==> src/rtl/regfile_pkg.sv <==
// Shared register-file constants and the writeback entry type.
package regfile_pkg;
    localparam int REG_ADDR_W = 3;
    localparam int REG_DATA_W = 16;
    localparam int NUM_REGS   = 1 << REG_ADDR_W;
    localparam int WB_PORTS   = 2;

    typedef struct packed {
        logic [REG_ADDR_W-1:0] addr;
        logic [REG_DATA_W-1:0] data;
    } wb_entry_t;
endpackage

==> src/rtl/regfile_wb_arbiter_if.sv <==
// Writeback request bundle: per-source valid/ready plus address and data.
interface regfile_wb_arbiter_if
    import regfile_pkg::*;
#(
    parameter int ADDR_W = REG_ADDR_W,
    parameter int DATA_W = REG_DATA_W
);
    logic [WB_PORTS-1:0] req_valid;
    logic [WB_PORTS-1:0] req_ready;
    logic [ADDR_W-1:0]   req_addr0;
    logic [ADDR_W-1:0]   req_addr1;
    logic [DATA_W-1:0]   req_data0;
    logic [DATA_W-1:0]   req_data1;

    modport master (output req_valid, req_addr0, req_addr1, req_data0, req_data1,
                    input  req_ready);
    modport slave  (input  req_valid, req_addr0, req_addr1, req_data0, req_data1,
                    output req_ready);
endinterface

==> src/rtl/regfile_wb_arbiter_wb_fifo.sv <==
// wb_fifo: small in-order FIFO of {addr,data} writeback entries. Exposes
// per-slot occupancy and address so the top can build the pending mask.
module wb_fifo #(
    parameter int DEPTH  = 2,
    parameter int ADDR_W = 3,
    parameter int DATA_W = 16
) (
    input  logic                           clk,
    input  logic                           rst_n,
    input  logic                           push,
    input  logic [ADDR_W-1:0]              push_addr,
    input  logic [DATA_W-1:0]              push_data,
    input  logic                           pop,
    output logic                           full,
    output logic                           empty,
    output logic [ADDR_W-1:0]              head_addr,
    output logic [DATA_W-1:0]              head_data,
    output logic [DEPTH-1:0]               ent_valid,
    output logic [DEPTH-1:0][ADDR_W-1:0]   ent_addr
);
    localparam int PTR_W = (DEPTH > 1) ? $clog2(DEPTH) : 1;
    localparam int CNT_W = PTR_W + 1;

    logic [DEPTH-1:0][ADDR_W-1:0] addr_mem;
    logic [DEPTH-1:0][DATA_W-1:0] data_mem;
    logic [PTR_W-1:0]             wr_ptr, rd_ptr;
    logic [CNT_W-1:0]             count;
    logic                         do_push, do_pop;

    assign full      = (count == CNT_W'(DEPTH));
    assign empty     = (count == '0);
    assign do_push   = push & ~full;
    assign do_pop    = pop & ~empty;
    assign head_addr = addr_mem[rd_ptr];
    assign head_data = data_mem[rd_ptr];
    assign ent_addr  = addr_mem;

    // A slot is live when its distance from the read pointer is below the count
    for (genvar k = 0; k < DEPTH; k++) begin : g_ent
        logic [PTR_W-1:0] off;
        assign off          = PTR_W'(k) - rd_ptr;
        assign ent_valid[k] = ({1'b0, off} < count);
    end

    // Storage, pointers (wrap modulo DEPTH) and occupancy count
    always_ff @(posedge clk or negedge rst_n) begin
        if (!rst_n) begin
            addr_mem <= '0;
            data_mem <= '0;
            wr_ptr   <= '0;
            rd_ptr   <= '0;
            count    <= '0;
        end else begin
            if (do_push) begin
                addr_mem[wr_ptr] <= push_addr;
                data_mem[wr_ptr] <= push_data;
                wr_ptr           <= wr_ptr + PTR_W'(1);
            end
            if (do_pop)
                rd_ptr <= rd_ptr + PTR_W'(1);
            count <= count + CNT_W'(do_push) - CNT_W'(do_pop);
        end
    end
endmodule

==> src/rtl/regfile_wb_arbiter.sv <==
// regfile_wb_arbiter: two writeback sources (0 = ALU, 1 = LSU), each behind its
// own FIFO, share the single registered register-file write port.
// Build option REGFILE_WB_RR_EN: round-robin on ties; otherwise port 1 always wins.
module regfile_wb_arbiter
    import regfile_pkg::*;
#(
    parameter int DEPTH  = 2,
    parameter int DATA_W = REG_DATA_W,
    parameter int ADDR_W = REG_ADDR_W
) (
    input  logic                   clk,
    input  logic                   rst_n,
    regfile_wb_arbiter_if.slave    bus,
    output logic                   wen,
    output logic [ADDR_W-1:0]      waddr,
    output logic [DATA_W-1:0]      wdata,
    output logic [(1<<ADDR_W)-1:0] pend_mask
);
    logic [WB_PORTS-1:0]                         full, empty, push, pop;
    logic [WB_PORTS-1:0][ADDR_W-1:0]             in_addr, head_addr;
    logic [WB_PORTS-1:0][DATA_W-1:0]             in_data, head_data;
    logic [WB_PORTS-1:0][DEPTH-1:0]              ent_valid;
    logic [WB_PORTS-1:0][DEPTH-1:0][ADDR_W-1:0]  ent_addr;
    logic                                        gnt_any, gnt_sel, both, tie_sel, last;

    assign in_addr[0] = bus.req_addr0;
    assign in_addr[1] = bus.req_addr1;
    assign in_data[0] = bus.req_data0;
    assign in_data[1] = bus.req_data1;

    // Ready looks only at fullness (never at a same-cycle pop) and is held low in reset
    assign bus.req_ready = ~full & {WB_PORTS{rst_n}};
    assign push          = bus.req_valid & bus.req_ready;

    for (genvar p = 0; p < WB_PORTS; p++) begin : g_src
        wb_fifo #(.DEPTH(DEPTH), .ADDR_W(ADDR_W), .DATA_W(DATA_W)) u_fifo (
            .clk       (clk),
            .rst_n     (rst_n),
            .push      (push[p]),
            .push_addr (in_addr[p]),
            .push_data (in_data[p]),
            .pop       (pop[p]),
            .full      (full[p]),
            .empty     (empty[p]),
            .head_addr (head_addr[p]),
            .head_data (head_data[p]),
            .ent_valid (ent_valid[p]),
            .ent_addr  (ent_addr[p])
        );
    end

    // Pick one non-empty head per cycle; only the tie-break depends on the build
    always_comb begin
        both = ~empty[0] & ~empty[1];
`ifdef REGFILE_WB_RR_EN
        tie_sel = ~last;
`else
        // Port 1 wins every tie; last is tracked but cannot change the outcome
        tie_sel = 1'b1 | last;
`endif
        gnt_any = ~empty[0] | ~empty[1];
        gnt_sel = both ? tie_sel : ~empty[1];
        pop     = '0;
        if (gnt_any)
            pop[gnt_sel] = 1'b1;
    end

    // Registered write port; r0 writes consume a grant but never raise wen
    always_ff @(posedge clk or negedge rst_n) begin
        if (!rst_n) begin
            wen   <= 1'b0;
            waddr <= '0;
            wdata <= '0;
            last  <= 1'b1;
        end else if (gnt_any) begin
            wen   <= (head_addr[gnt_sel] != '0);
            waddr <= head_addr[gnt_sel];
            wdata <= head_data[gnt_sel];
            last  <= gnt_sel;
        end else begin
            wen   <= 1'b0;
        end
    end

    // Registers with a write buffered in either FIFO or sitting on the write port
    always_comb begin
        pend_mask = '0;
        for (int p = 0; p < WB_PORTS; p++)
            for (int k = 0; k < DEPTH; k++)
                if (ent_valid[p][k])
                    pend_mask[ent_addr[p][k]] = 1'b1;
        if (wen)
            pend_mask[waddr] = 1'b1;
        pend_mask[0] = 1'b0;
    end
endmodule

==> src/flat_wrapper.sv <==
// flat-port wrapper written by rule: the top's interface ports become plain ports
module regfile_wb_arbiter_flat import regfile_pkg::*;
#(
    parameter int DEPTH  = 2,
    parameter int DATA_W = REG_DATA_W,
    parameter int ADDR_W = REG_ADDR_W
)
  (clk, rst_n, wen, waddr, wdata, pend_mask, bus_req_valid, bus_req_addr0, bus_req_addr1, bus_req_data0, bus_req_data1, bus_req_ready);
  regfile_wb_arbiter_if #(.ADDR_W(ADDR_W), .DATA_W(DATA_W)) bus_i ();
  input  logic clk;
  input  logic rst_n;
  output logic wen;
  output logic [ADDR_W-1:0] waddr;
  output logic [DATA_W-1:0] wdata;
  output logic [(1<<ADDR_W)-1:0] pend_mask;
  input wire logic [$bits(bus_i.req_valid)-1:0] bus_req_valid;
  input wire logic [$bits(bus_i.req_addr0)-1:0] bus_req_addr0;
  input wire logic [$bits(bus_i.req_addr1)-1:0] bus_req_addr1;
  input wire logic [$bits(bus_i.req_data0)-1:0] bus_req_data0;
  input wire logic [$bits(bus_i.req_data1)-1:0] bus_req_data1;
  output wire logic [$bits(bus_i.req_ready)-1:0] bus_req_ready;
  assign bus_i.req_valid = bus_req_valid;
  assign bus_i.req_addr0 = bus_req_addr0;
  assign bus_i.req_addr1 = bus_req_addr1;
  assign bus_i.req_data0 = bus_req_data0;
  assign bus_i.req_data1 = bus_req_data1;
  assign bus_req_ready = bus_i.req_ready;
  regfile_wb_arbiter #(.DEPTH(DEPTH), .DATA_W(DATA_W), .ADDR_W(ADDR_W)) u_core (.clk(clk), .rst_n(rst_n), .bus(bus_i), .wen(wen), .waddr(waddr), .wdata(wdata), .pend_mask(pend_mask));
endmodule
==> config.mk <==
export PLATFORM = sky130hd
export DESIGN_NAME = regfile_wb_arbiter_flat
export DESIGN_NICKNAME = d
export VERILOG_FILES = /design/src/rtl/regfile_pkg.sv /design/src/rtl/regfile_wb_arbiter_if.sv /design/src/rtl/regfile_wb_arbiter_wb_fifo.sv /design/src/rtl/regfile_wb_arbiter.sv /design/src/flat_wrapper.sv
export SDC_FILE = /design/constraint.sdc
export NUM_CORES = 1
export LEC_CHECK = 0
export ABC_AREA = 0
export BUFFER_PORTS_ARGS = -buffer_cell sky130_fd_sc_hd__buf_2
export CAP_MARGIN = 20
export CORE_MARGIN = 3
export CORE_UTILIZATION = 55
export DETAILED_ROUTE_END_ITERATION = 12
export PLACE_DENSITY = 0.77
export SLEW_MARGIN = 40
export SYNTH_ARGS = -nofsm -noshare
export SYNTH_HDL_FRONTEND = slang
export SYNTH_HIERARCHICAL = 1
export SYNTH_SLANG_ARGS = --single-unit
==> constraint.sdc <==
create_clock -name clk -period 5.25 [get_ports clk]
set_input_delay 0.525 -clock clk [delete_from_list [all_inputs] [get_ports clk]]
set_output_delay 0.525 -clock clk [all_outputs]
set_load 0.02 [all_outputs]
=== Yosys cells after proc, flatten, opt, wreduce, memory -nomap -nowiden ===
Cells that the tools add are included.

* Output and inout port bits: 30
* Bits in registers: 104
* Logic and storage cells: 125
* Bits of input ports: 42

* $add $sub $neg: 12
* Reductions and logical operators: 11
* Magnitude comparators: 22
* Bitwise gates (word level): 17
* Mux-type cells: 44
* Equal/unequal tests: 2

{| class="wikitable"
|+ Operators with widths
! kind !! number
|-
| 2-to-1 mux 16 bit || 8
|-
| bitwise mux 32 bit || 2
|-
| 2-to-1 mux 8 bit || 5
|-
| demux 16 bit (select 1 bit) || 2
|-
| bitwise OR 8 bit || 4
|-
| 2-to-1 mux 3 bit || 8
|-
| < comparator 3 x 4 -> 1 bit, second input constant || 5
|-
| demux 1 bit (select 3 bit) || 5
|-
| >= comparator 3 x 1 -> 1 bit, second input constant || 5
|-
| bitwise mux 6 bit || 2
|-
| < comparator 1 x 2 -> 1 bit, second input constant || 5
|-
| logical AND 1 bit || 8
|-
| < comparator 1 x 2 -> 1 bit || 4
|-
| 2-to-1 mux 1 bit || 8
|-
| demux 3 bit (select 1 bit) || 2
|-
| AND 1 bit || 5
|-
| adder 1 bit, second input constant || 4
|-
| adder 2 x 1 -> 2 bit || 2
|-
| AND 2 bit || 2
|-
| == test 2 bit, second input constant || 2
|-
| zero test 2 bit || 2
|-
| inverter 1 bit || 4
|-
| subtractor 1 bit, first input constant || 4
|-
| subtractor 2 x 1 -> 2 bit || 2
|-
| other kinds (6) || 8
|}

=== Longest topological paths before layout ===
* Depth in word-level cells: 13
* Gate-level depth with buffers: 10
* Gate-level depth less buffers: 10

=== Cells and area by module ===
Netlist, hierarchy kept.

{| class="wikitable"
|+ Modules (own cells, without submodules)
! module !! sequential area each (um2) !! cells each !! instances !! area each (um2)
|-
| wb_fifo || 1,051.0 || 122 || 2 || 1,968.1
|-
| regfile_wb_arbiter || 500.5 || 146 || 1 || 1,318.8
|}

=== Worst setup path after synthesis ===
No wires, ideal clock.

* Path kind: reg-to-output
* Start point: register u_core.g_src[1].u_fifo.rd_ptr
* End point: output port pend_mask[1]
* Setup slack: 2,803 ps
* Data arrival time: 1,922 ps
* Path buffers: 1
* Data required time: 4,725 ps
* Stages on the path, launching flop included: 7
* Cells stage by stage: dfrtp_1 -> clkbuf_1 -> inv_1 -> a21o_2 -> nor2b_1 -> and3b_1 -> or4_1

{| class="wikitable"
|+ RTL lines
! item !! line !! text
|-
| start, declared || regfile_wb_arbiter_wb_fifo.sv:26 || <nowiki>logic [PTR_W-1:0] wr_ptr, rd_ptr;</nowiki>
|-
| start signal, assigned || regfile_wb_arbiter_wb_fifo.sv:60 || <nowiki>rd_ptr <= rd_ptr + PTR_W'(1);</nowiki>
|-
| end, declared || flat_wrapper.sv:15 || <nowiki>output logic [(1<<ADDR_W)-1:0] pend_mask;</nowiki>
|}

==> impl_results.md <==
- HP Class: primary input to asynchronous set/reset pin
- Crit-path cells: inv_1, a21o_2, nor2b_1, and3b_1, or4_1, buf_2
- Wirelength per Cell: between 15 and 20 µm
- Vias in the first global route: 3272
- Crit path time final: 2960 ps
- Starting DRT DRC Count: 186
- DR vias/cell: about 5.4
- Total wire length: 9960 µm
- Max Cap Viol: 0
- Total power: 4.00 mW
- Slew HR: a little over half
- Final Hold Fails: 0
- Number of synthesized register bits: approximately 100
- Pwr Density: ~680 nW/µm²
- Worst setup EP type: primary output
- Crit-path max cell delay: just under 700 ps
- Syn Area/Cell: 13.5 µm²
- Gr busiest metal: met1
- Row cnt: 35
- Commonest non-fill, non-tap cell in the layout: dfrtp_1
- Warnings from Yosys: 6
- Finish-stage setup viols: 0
- Post-synthesis sequential area ratio: about half
- Worst-Margin Slew: between 700 and 800 ps
- Fmax achieved: 0.338 GHz
- CP Class: flip-flop to primary output
- Synth area leader: dfrtp_1
- Htree depth: 3
- Status: completed
- Initial Util: about 57%
- Area delta synth->final: 11.5%
- Nets: between 500 and 600
- WP data arrival: ~2400 ps
- Drt drc: 0
- Iteration count of the initial detailed-routing pass: 4
- Slew Limit Fails: 0
- Clock buffer depth: 2
- Die Ht: slightly above 100 µm
- Post-Syn Instances: 390
- Initial antenna violation count: 0
- Global-route wire length before repair: approximately 17000 µm
- Share of the synthesized area in the top cell type: 49.5%
- Clk_skew: about 15 ps
- Cts repair resizes: 0
- Worst-path clk slew: 100 ps
- Remaining antenna violation count after routing: 0
- Clock sinks: 104
- Reg2Reg Setup Slack: roughly 3000 ps
- Tcrit/Tclk final: a little under three fifths
- Max IR drop VDD: between 0.2 and 0.3 mV
- Commonest non-fill, non-tap cells in the layout: dfrtp_1 (102), mux2_2 (74), buf_2 (69)
- Leak: 2.65 nW
- CTS Hold Bufs: 0
- CTS Root Cell: clkbuf_8
- Final Wtd Congestion: between 0.8 and 0.9
- Post-CTS Setup Inserts: 0
- Die area: approximately 11000 µm²
- Post-synthesis cell area: 5260 µm²
- Die X: ~100 µm
- # port buffers: 70
- Syn nets: roughly 440
- Layout cells sized above 1: a little under half
- Inst Count DP: ~580
- Startpoint Class: flip-flop
- Io pins: 72
- Global-route met1 utilization: roughly 29%
- Synth top area cells: dfrtp_1 (50%), mux2_2 (16%), mux2_4 (11%)
- Antenna cells: 0
- Total number of vias: approximately 3200
- Met2 layer usage reported by global route: around 28%
- Finished Layout Cells: around 590
- Post-DP HPWL: slightly above 7000 µm
- Worst Path Required: 4720 ps
- CTS tree: done
- Setup TNS: 0 ps
- CTS Buf Count: 9
- Congestion Overflow GR: 0
- Filler cells: around 750
- RSZ-0062 raised after global routing: false
- Largest net degree at the start of global routing: around 60
- CORE AREA: between 9000 and 10000 µm²
- Distinct cells, synth: 36
- Total track usage: between 15 and 20%
- Crit-path slowest cell: dfrtp_2
- Met3 usage: 3.80%
- Crit path max fanout: 21
- Clk Latency, worst-skew pair: ~360 ps
-- path summary, 6_finish.rpt --
kind / endpoint / depth (start not counted) / from
worst max register to register: u_core/g_src[1].u_fifo/data_mem[5] / 8 / u_core/g_src[1].u_fifo/count[0]
worst min register to register: u_core/g_src[0].u_fifo/data_mem[15] / 1 / u_core/g_src[0].u_fifo/data_mem[15]
worst min-delay path: u_core/g_src[0].u_fifo/ent_addr[1] / 1 / rst_n
min in group clk: u_core/g_src[1].u_fifo/data_mem[7] / 2 / bus_req_data1[7]
max in group asynchronous: u_core/g_src[1].u_fifo/rd_ptr / 2 / rst_n
worst max-delay path: pend_mask[1] / 6 / u_core/g_src[1].u_fifo/rd_ptr
-- state kept, by name, indices dropped and copies added (netlist names) --
| register | cells |
|---|---|
| u_core/wen | 1 |
| u_core/waddr | 3 |
| u_core/g_src.u_fifo/data_mem | 64 |
| u_core/wdata | 16 |
| u_core/g_src.u_fifo/count | 4 |
| u_core/g_src.u_fifo/ent_addr | 12 |
| u_core/g_src.u_fifo/wr_ptr | 2 |
| u_core/g_src.u_fifo/rd_ptr | 2 |
-- power breakdown --
| group | total, mW | switching [mW] | internal (mW) |
|---|---|---|---|
| Sequential | 1.62 | 0.400 | 1.22 |
| Clock | 0.459 | 0.280 | 0.180 |
| Combinational | 1.92 | 0.871 | 1.05 |
-- layer usage --
metal	part of all wire, %	wire [µm]
met2	45	4530
met4	1.5	146
met1	49	4910
met3	3.8	374
met5	0	0
-- per-stage QoR --
stage | cell area (µm²) | util, % | worst slack [ps] | hold WS (ps)
4_1_cts | 5860 | 63.1 | 1990 | 243
3_5_place_dp | 5680 | 61.2 | 2400 | 492
5_1_grt | 5860 | 63.1 | 2170 | 257
2_1_floorplan | 5260 | - | 2800 | 229
6_report | 5860 | 63.1 | 2290 | 204
3_3_place_gp | 5630 | 60.7 | 2220 | 484
-- Yosys cell counts, drive strengths merged --
library cell and count:
nor2 27, nand4 8, a31oi 5, nand4b 10, nor2b 6, nor3b 2, and2 2, nand2b 2
clkbuf 9, a21o 5, nand2 4, and4b 2, and3b 1, mux2 114, mux2i 19, and3 3
conb 1, nand3 2, a21oi 21, o31ai 1, dfrtp 104, nor3 1, o311ai 1, nor4bb 6
or4 1, o21a 1, xnor2 8, inv 7, buf 11, ha 4, nand4bb 2
-- layout make-up --
class / count / area [µm²] / share of cell area [%]
Clock buffer: 10 / 128 / 2.18
Clock inverter: 6 / 50.0 / 0.854
Inverter: 7 / 26.3 / 0.448
Multi-Input combinational cell: 259 / 2470 / 42.1
Sequential cell: 104 / 2610 / 44.4
Tap cell: 129 / 161 / 2.75
Timing Repair Buffer: 77 / 420 / 7.17
-- cells by family after synthesis --
kind of cell	share of synthesized area [%]
xor gates and xnor gates	1.33
and+or+nand+nor	9.50
other	0.0714
DFF	49.5
AOI/OAI and AO/OA	3.86
muxes	30.9
buffers and inverters	3.86
adders and majority gates	0.952
-- critical path, delay by kind of cell, from the launching register on --
kind | cells | cell delay [ps]
AOI/OAI and AO/OA | 1 | 260
buffers and inverters | 2 | 310
and+or+nand+nor | 3 | 830
DFF | 1 | 680
(Power assumes the default switching activity.)
